File: config.mk
export PLATFORM = sky130hd
export DESIGN_NAME = button_conditioner
export DESIGN_NICKNAME = d
export VERILOG_FILES = /design/src/rtl/button_conditioner.sv
export SDC_FILE = /design/constraint.sdc
export NUM_CORES = 1
export LEC_CHECK = 0
export CORE_UTILIZATION = 55
export CTS_CLUSTER_DIAMETER = 30
export CTS_CLUSTER_SIZE = 10
export DETAILED_ROUTE_END_ITERATION = 10
export HOLD_SLACK_MARGIN = 0.15
export PLACE_DENSITY = 0.78
export SLEW_MARGIN = 20
export SYNTH_ARGS = -nofsm -noshare
export SYNTH_HDL_FRONTEND = slang
export SYNTH_SLANG_ARGS = --single-unit
File: constraint.sdc
create_clock -name clk -period 2.5 [get_ports clk]
set_clock_uncertainty 0.05 [all_clocks]
set_input_delay 0.25 -clock clk [delete_from_list [all_inputs] [get_ports clk]]
set_output_delay 0.25 -clock clk [all_outputs]
set_load 0.1 [all_outputs]
File: src/rtl/button_conditioner.sv
// Two-channel pushbutton conditioner: synchronize, debounce, rising-edge
// pulse, with optional auto-repeat on the next-LED channel.
module button_conditioner #(
   parameter int DEBOUNCE_CYCLES = 500000,
   parameter int REPEAT_EN       = 1,
   parameter int REPEAT_DELAY    = 25000000,
   parameter int REPEAT_PERIOD   = 10000000
) (
   input  logic clk,
   input  logic async_nreset,
   input  logic btn_next,
   input  logic btn_mode,
   output logic next_led_re,
   output logic change_mode_re,
   output logic next_level,
   output logic mode_level
);

   localparam int DW   = $clog2(DEBOUNCE_CYCLES + 1);
   localparam int RMAX = (REPEAT_DELAY > REPEAT_PERIOD) ?
                         REPEAT_DELAY : REPEAT_PERIOD;
   localparam int RW   = $clog2(RMAX + 1);

   localparam logic [DW-1:0] DB_MAX  = DW'(DEBOUNCE_CYCLES);
   localparam logic [RW-1:0] RD_LAST = RW'(REPEAT_DELAY - 1);
   localparam logic [RW-1:0] RP_LAST = RW'(REPEAT_PERIOD - 1);

   typedef enum logic [1:0] {
      ST_IDLE,
      ST_DELAY,
      ST_REPEAT
   } state_t;

   // Index 0 is the next channel, index 1 the mode channel.
   logic [1:0]    sync1_q, sync1_d;
   logic [1:0]    sync2_q, sync2_d;
   logic [1:0]    lvl_q, lvl_d;
   logic [DW-1:0] dcnt_q [2];
   logic [DW-1:0] dcnt_d [2];
   logic [1:0]    rise;

   state_t        state_q, state_d;
   logic [RW-1:0] rcnt_q, rcnt_d;
   logic          next_re_q, next_re_d;
   logic          mode_re_q, mode_re_d;

   always_comb begin
      sync1_d = {btn_mode, btn_next};
      sync2_d = sync1_q;
      for (int ch = 0; ch < 2; ch++) begin
         lvl_d[ch]  = lvl_q[ch];
         dcnt_d[ch] = '0;
         if (sync2_q[ch] != lvl_q[ch]) begin
            if (dcnt_q[ch] == DB_MAX) begin
               lvl_d[ch] = ~lvl_q[ch];
            end else begin
               dcnt_d[ch] = dcnt_q[ch] + 1'b1;
            end
         end
         rise[ch] = lvl_d[ch] & ~lvl_q[ch];
      end
   end

   always_comb begin
      state_d   = state_q;
      rcnt_d    = rcnt_q;
      next_re_d = 1'b0;
      mode_re_d = rise[1];
      // A released button aborts any pending repeat in the same edge.
      if (!lvl_d[0]) begin
         state_d = ST_IDLE;
         rcnt_d  = '0;
      end else begin
         unique case (state_q)
            ST_IDLE: begin
               if (rise[0]) begin
                  next_re_d = 1'b1;
                  rcnt_d    = '0;
                  if (REPEAT_EN != 0) begin
                     state_d = ST_DELAY;
                  end
               end
            end
            ST_DELAY: begin
               if (rcnt_q == RD_LAST) begin
                  next_re_d = 1'b1;
                  rcnt_d    = '0;
                  state_d   = ST_REPEAT;
               end else begin
                  rcnt_d = rcnt_q + 1'b1;
               end
            end
            ST_REPEAT: begin
               if (rcnt_q == RP_LAST) begin
                  next_re_d = 1'b1;
                  rcnt_d    = '0;
               end else begin
                  rcnt_d = rcnt_q + 1'b1;
               end
            end
            default: begin
               state_d = ST_IDLE;
               rcnt_d  = '0;
            end
         endcase
      end
   end

   always_ff @(posedge clk or negedge async_nreset) begin
      if (!async_nreset) begin
         sync1_q   <= '0;
         sync2_q   <= '0;
         lvl_q     <= '0;
         dcnt_q[0] <= '0;
         dcnt_q[1] <= '0;
         state_q   <= ST_IDLE;
         rcnt_q    <= '0;
         next_re_q <= 1'b0;
         mode_re_q <= 1'b0;
      end else begin
         sync1_q   <= sync1_d;
         sync2_q   <= sync2_d;
         lvl_q     <= lvl_d;
         dcnt_q[0] <= dcnt_d[0];
         dcnt_q[1] <= dcnt_d[1];
         state_q   <= state_d;
         rcnt_q    <= rcnt_d;
         next_re_q <= next_re_d;
         mode_re_q <= mode_re_d;
      end
   end

   assign next_led_re    = next_re_q;
   assign change_mode_re = mode_re_q;
   assign next_level     = lvl_q[0];
   assign mode_level     = lvl_q[1];

endmodule

==> results.rst <==
.. list-table::
   :header-rows: 1

   * - Metric
     - Value
   * - Worst slew margin
     - 40.78%
   * - Antenna cell count
     - 0
   * - Core area
     - 6869 µm²
   * - Routability congestion estimate from global placement
     - 0.8639
   * - Static leakage power
     - 2.010 nW
   * - Count of unresolved DRC violations after routing
     - 0
   * - Number of storage elements in the synthesis netlist
     - 73
   * - CTS sink count
     - 73
   * - Chip height
     - 86.65 µm
   * - Internal power summed over all cells
     - 1.587 mW
   * - Summed instance area of the synthesized netlist
     - 3941 µm²
   * - Number of nets in the finished design
     - 455
   * - Number of CTS-inserted buffers
     - 9
   * - Endpoint of the worst hold-timing path
     - sync1_q[1]
   * - Depth of the worst hold-timing path
     - 1
   * - DR WL/cell
     - 15.67 µm
   * - Metal1 wirelength
     - 4027 µm
   * - Clock tree from TritonCTS
     - built
   * - Number of nets with antenna violations after routing
     - 0
   * - Least-Margin Pin Slew
     - 0.8883 ns
   * - GR Overflow Total
     - 0
   * - Setup violation total in the final timing report
     - 5
   * - Total vias in the final route
     - 3190
   * - Fmax
     - 391.8 MHz
   * - Width of the die
     - 86.65 µm
   * - Setup repair after global routing missed its margin
     - yes
   * - WL met3
     - 282 µm
   * - H-tree levels
     - 3
   * - Clock-pin slew of the registers on the worst-case setup and hold paths
     - 0.08 ns
   * - Met2 layer wire length in the routed design
     - 4051 µm
   * - Wire length of the first global-routing pass
     - 14270 µm
   * - Total power
     - 2.131 mW
   * - Startpoint of the worst-slack reg-to-reg timing path
     - rcnt_q[17]
   * - Data required time of the worst path
     - 2.68 ns
   * - Status
     - finished, violations left
   * - Effective utilization at floorplan
     - 57.38%
   * - Endpoint of the worst register-to-register path
     - rcnt_q[8]
   * - Number of instances in the synthesized netlist
     - 400
   * - Mean instance size in the synthesized netlist
     - 9.853 µm²
   * - Number of cells traversed by the worst register-to-register path
     - 8
   * - Top FF cell, synth
     - dfrtp_1
   * - Clock tree buffer depth
     - 2
   * - Period minus WS final
     - 2.553 ns
   * - Cell variety after synth
     - 60
   * - Max-slew violation count
     - 0
   * - Max FO, Critical Path
     - 5
   * - GRT Util Overall
     - 24.72%
   * - Net switching power figure
     - 543.8 µW
   * - Startpoint class of the critical path
     - register
   * - Hold Path Class
     - primary input to register
   * - Async S/R FF share, synth
     - 100.0%
   * - Fin util
     - 66.85%
   * - Register share of total power
     - 56.3%
   * - Total of warnings raised by yosys
     - 0
   * - Max-Cap Viols
     - 0
   * - Proportion of layout cells with a drive suffix above 1
     - 19.96%
   * - Clock network fraction of design power
     - 40.0%
   * - Cell Pwr Density
     - 464.0 nW/µm²
   * - Startpoint of the most critical hold path
     - btn_mode
   * - Half-perimeter wire length after detailed placement
     - 5419 µm
   * - Growth of design area from synthesis to finish
     - 16.51%
   * - Number of synthesized flops with an enable pin
     - 0
   * - Peak supply drop
     - 341.1 µV
   * - Arrival time at the worst endpoint
     - 2.74 ns
   * - Maximum number of pins on one net before global-route repair
     - 74
   * - Synthesized net count
     - 414
   * - Area of the die
     - 7508 µm²
   * - Number of vias per cell
     - 5.886
   * - Sequential area share after synthesis
     - 46.35%
   * - Number of hold violations in the final report
     - 0
   * - Category of the critical setup timing path
     - register to register
   * - Initial antenna violation count
     - 0
   * - Drt pass-1 iters
     - 4
   * - DRC violation total after the first TritonRoute iteration
     - 215
   * - Number of global-route vias before repair
     - 3083
   * - Total wire length
     - 8494 µm
   * - Combinational Power Share
     - 3.6%
   * - Net switching share of the total power
     - 25.52%
   * - Crit end category
     - register
   * - Rows
     - 30
   * - Worst-skew pair later-pin latency
     - 0.35 ns
   * - Count of buffers inserted at the top-level ports
     - 7
   * - Flop2flop setup slack
     - -0.05 ns
   * - Failing checks
     - negative setup slack
   * - Dpl cell area
     - 4244 µm²
   * - Uppermost signal routing layer after detailed routing
     - met4
   * - Post-route setup slack
     - -0.05251 ns
   * - Crit share post-route
     - 102.1%
   * - Root Driver
     - clkbuf_8
   * - Final non-filler cell area
     - 4592 µm²
   * - Number of top-level pins
     - 8
## power by group through the flow
stage	registers, mW	clock network (mW)	logic [mW]
5_1_grt	1.20	0.918	0.0887
6_report	1.20	0.853	0.0776
3_5_place_dp	1.22	0	0.0786
2_1_floorplan	1.22	0	0.0276
3_3_place_gp	1.22	0	0.0763
4_1_cts	1.20	0.861	0.0802
## cell usage in the layout (no fill, tap or decap), types with 4 or more instances in the layout
cell type,Yosys,routed
a21oi_2,0,5
a221o_1,4,4
a22o_1,8,8
and3_1,16,15
and4_1,4,4
buf_4,0,33
clkbuf_8,0,9
dfrtp_1,73,73
ha_1,10,10
inv_1,15,15
nand2_1,31,31
nand3_1,31,29
nand4_1,14,14
nor2_1,59,59
nor2b_1,4,4
nor3_1,7,6
nor4_1,5,4
o21ai_1,2,4
o21ai_2,0,5
xnor2_1,13,13
xor2_1,23,23
## per-stage QoR
step	hold WS [ns]	setup TNS [ns]	setup slack, ns	std cells
6_report	0.2764	-0.1880	-0.05251	542
3_5_place_dp	0.2864	-0.4514	-0.1425	518
4_1_cts	0.2687	0	0.004738	540
5_1_grt	0.2637	-1.331	-0.1359	542
3_3_place_gp	0.2820	0	0.02947	518
2_1_floorplan	-0.09559	0	0.1001	400
## sequential cells by signal (all words and copies together), names as in the netlist
name / count
change_mode_re: 1
rcnt_q: 25
dcnt_q: 38
next_led_re: 1
state_q: 2
sync2_q: 2
sync1_q: 2
lvl_q: 2
## how the worst max path moves through the flow
stage,start,endpoint,slack [ns],cells past startpoint
after global routing,rcnt_q[17],rcnt_q[9],-0.14,8
after global placement,dcnt_q[21],rcnt_q[24],0.03,6
after CTS,rcnt_q[17],rcnt_q[5],0.005,7
after detailed placement,dcnt_q[21],rcnt_q[22],-0.14,6
after floorplan,lvl_q[0],rcnt_q[4],0.10,5
final,rcnt_q[17],rcnt_q[8],-0.05,8
## cell usage after synthesis (all sizes together) (3+ instances only)
master / count / share of area [%]
dfrtp: 73 / 46
nor2: 60 / 5.8
nand3: 32 / 4.2
nand2: 31 / 3.0
xor2: 23 / 5.1
and3: 16 / 2.5
inv: 15 / 1.4
nand4: 14 / 2.2
xnor2: 13 / 2.9
o21ai: 12 / 1.5
ha: 10 / 3.2
a22o: 9 / 2.2
nor3: 7 / 0.89
a21oi: 6 / 0.76
nor4: 6 / 1.3
clkbuf: 5 / 0.57
a221o: 4 / 1.0
and4: 4 / 0.89
buf: 4 / 0.83
nor2b: 4 / 0.63
or3: 4 / 0.89
a31oi: 3 / 0.48
and2: 3 / 0.48
nand2b: 3 / 0.48
o22ai: 3 / 0.48
o311ai: 3 / 0.67
## final cells by class
class	instances	area [µm²]
clock buffer	9	123.9
clock inverter	7	52.55
fill	530	2277
inverter	15	56.30
multi-input combinational	302	2068
sequential	73	1827
tap	96	120.1
timing repair buffer	40	344.1
## layer usage
layer	track usage, %	vias up
met5	0	-
met4	10.61	0
met3	4.476	13
met2	39.18	67
met1	33.48	1592
li1	-	1518
## critical path, cell delays in order (launching register included)
cell and delay (ns):
dfrtp_1 0.39, or4b_4 0.55, nand4b_1 0.25, o41ai_2 0.36, buf_4 0.17, a22oi_2 0.06, buf_4 0.18, and3_1 0.17
a221o_1 0.26
## kinds of logic (layout without fill, tap and decap cells)
group | count (synthesis) | in the layout | share of synthesized area [%]
fa+ha+maj | 10 | 10 | 3.175
xor+xnor | 36 | 36 | 8.000
compound gates | 52 | 52 | 10.54
flops | 73 | 73 | 46.35
buf+inv | 25 | 71 | 3.651
simple gates | 202 | 202 | 27.71
mux | 2 | 2 | 0.5714
## repair_timing
item / in CTS / in global routing
setup buffers: 5 / 2
resized for setup: 1 / 30
hold buffers: 1 / 0
setup endpoints to repair: 11 / 23
endpoints found under the hold margin: 73 / 0
pin swaps: 1 / 12
Power figures use the tool's default switching activity.
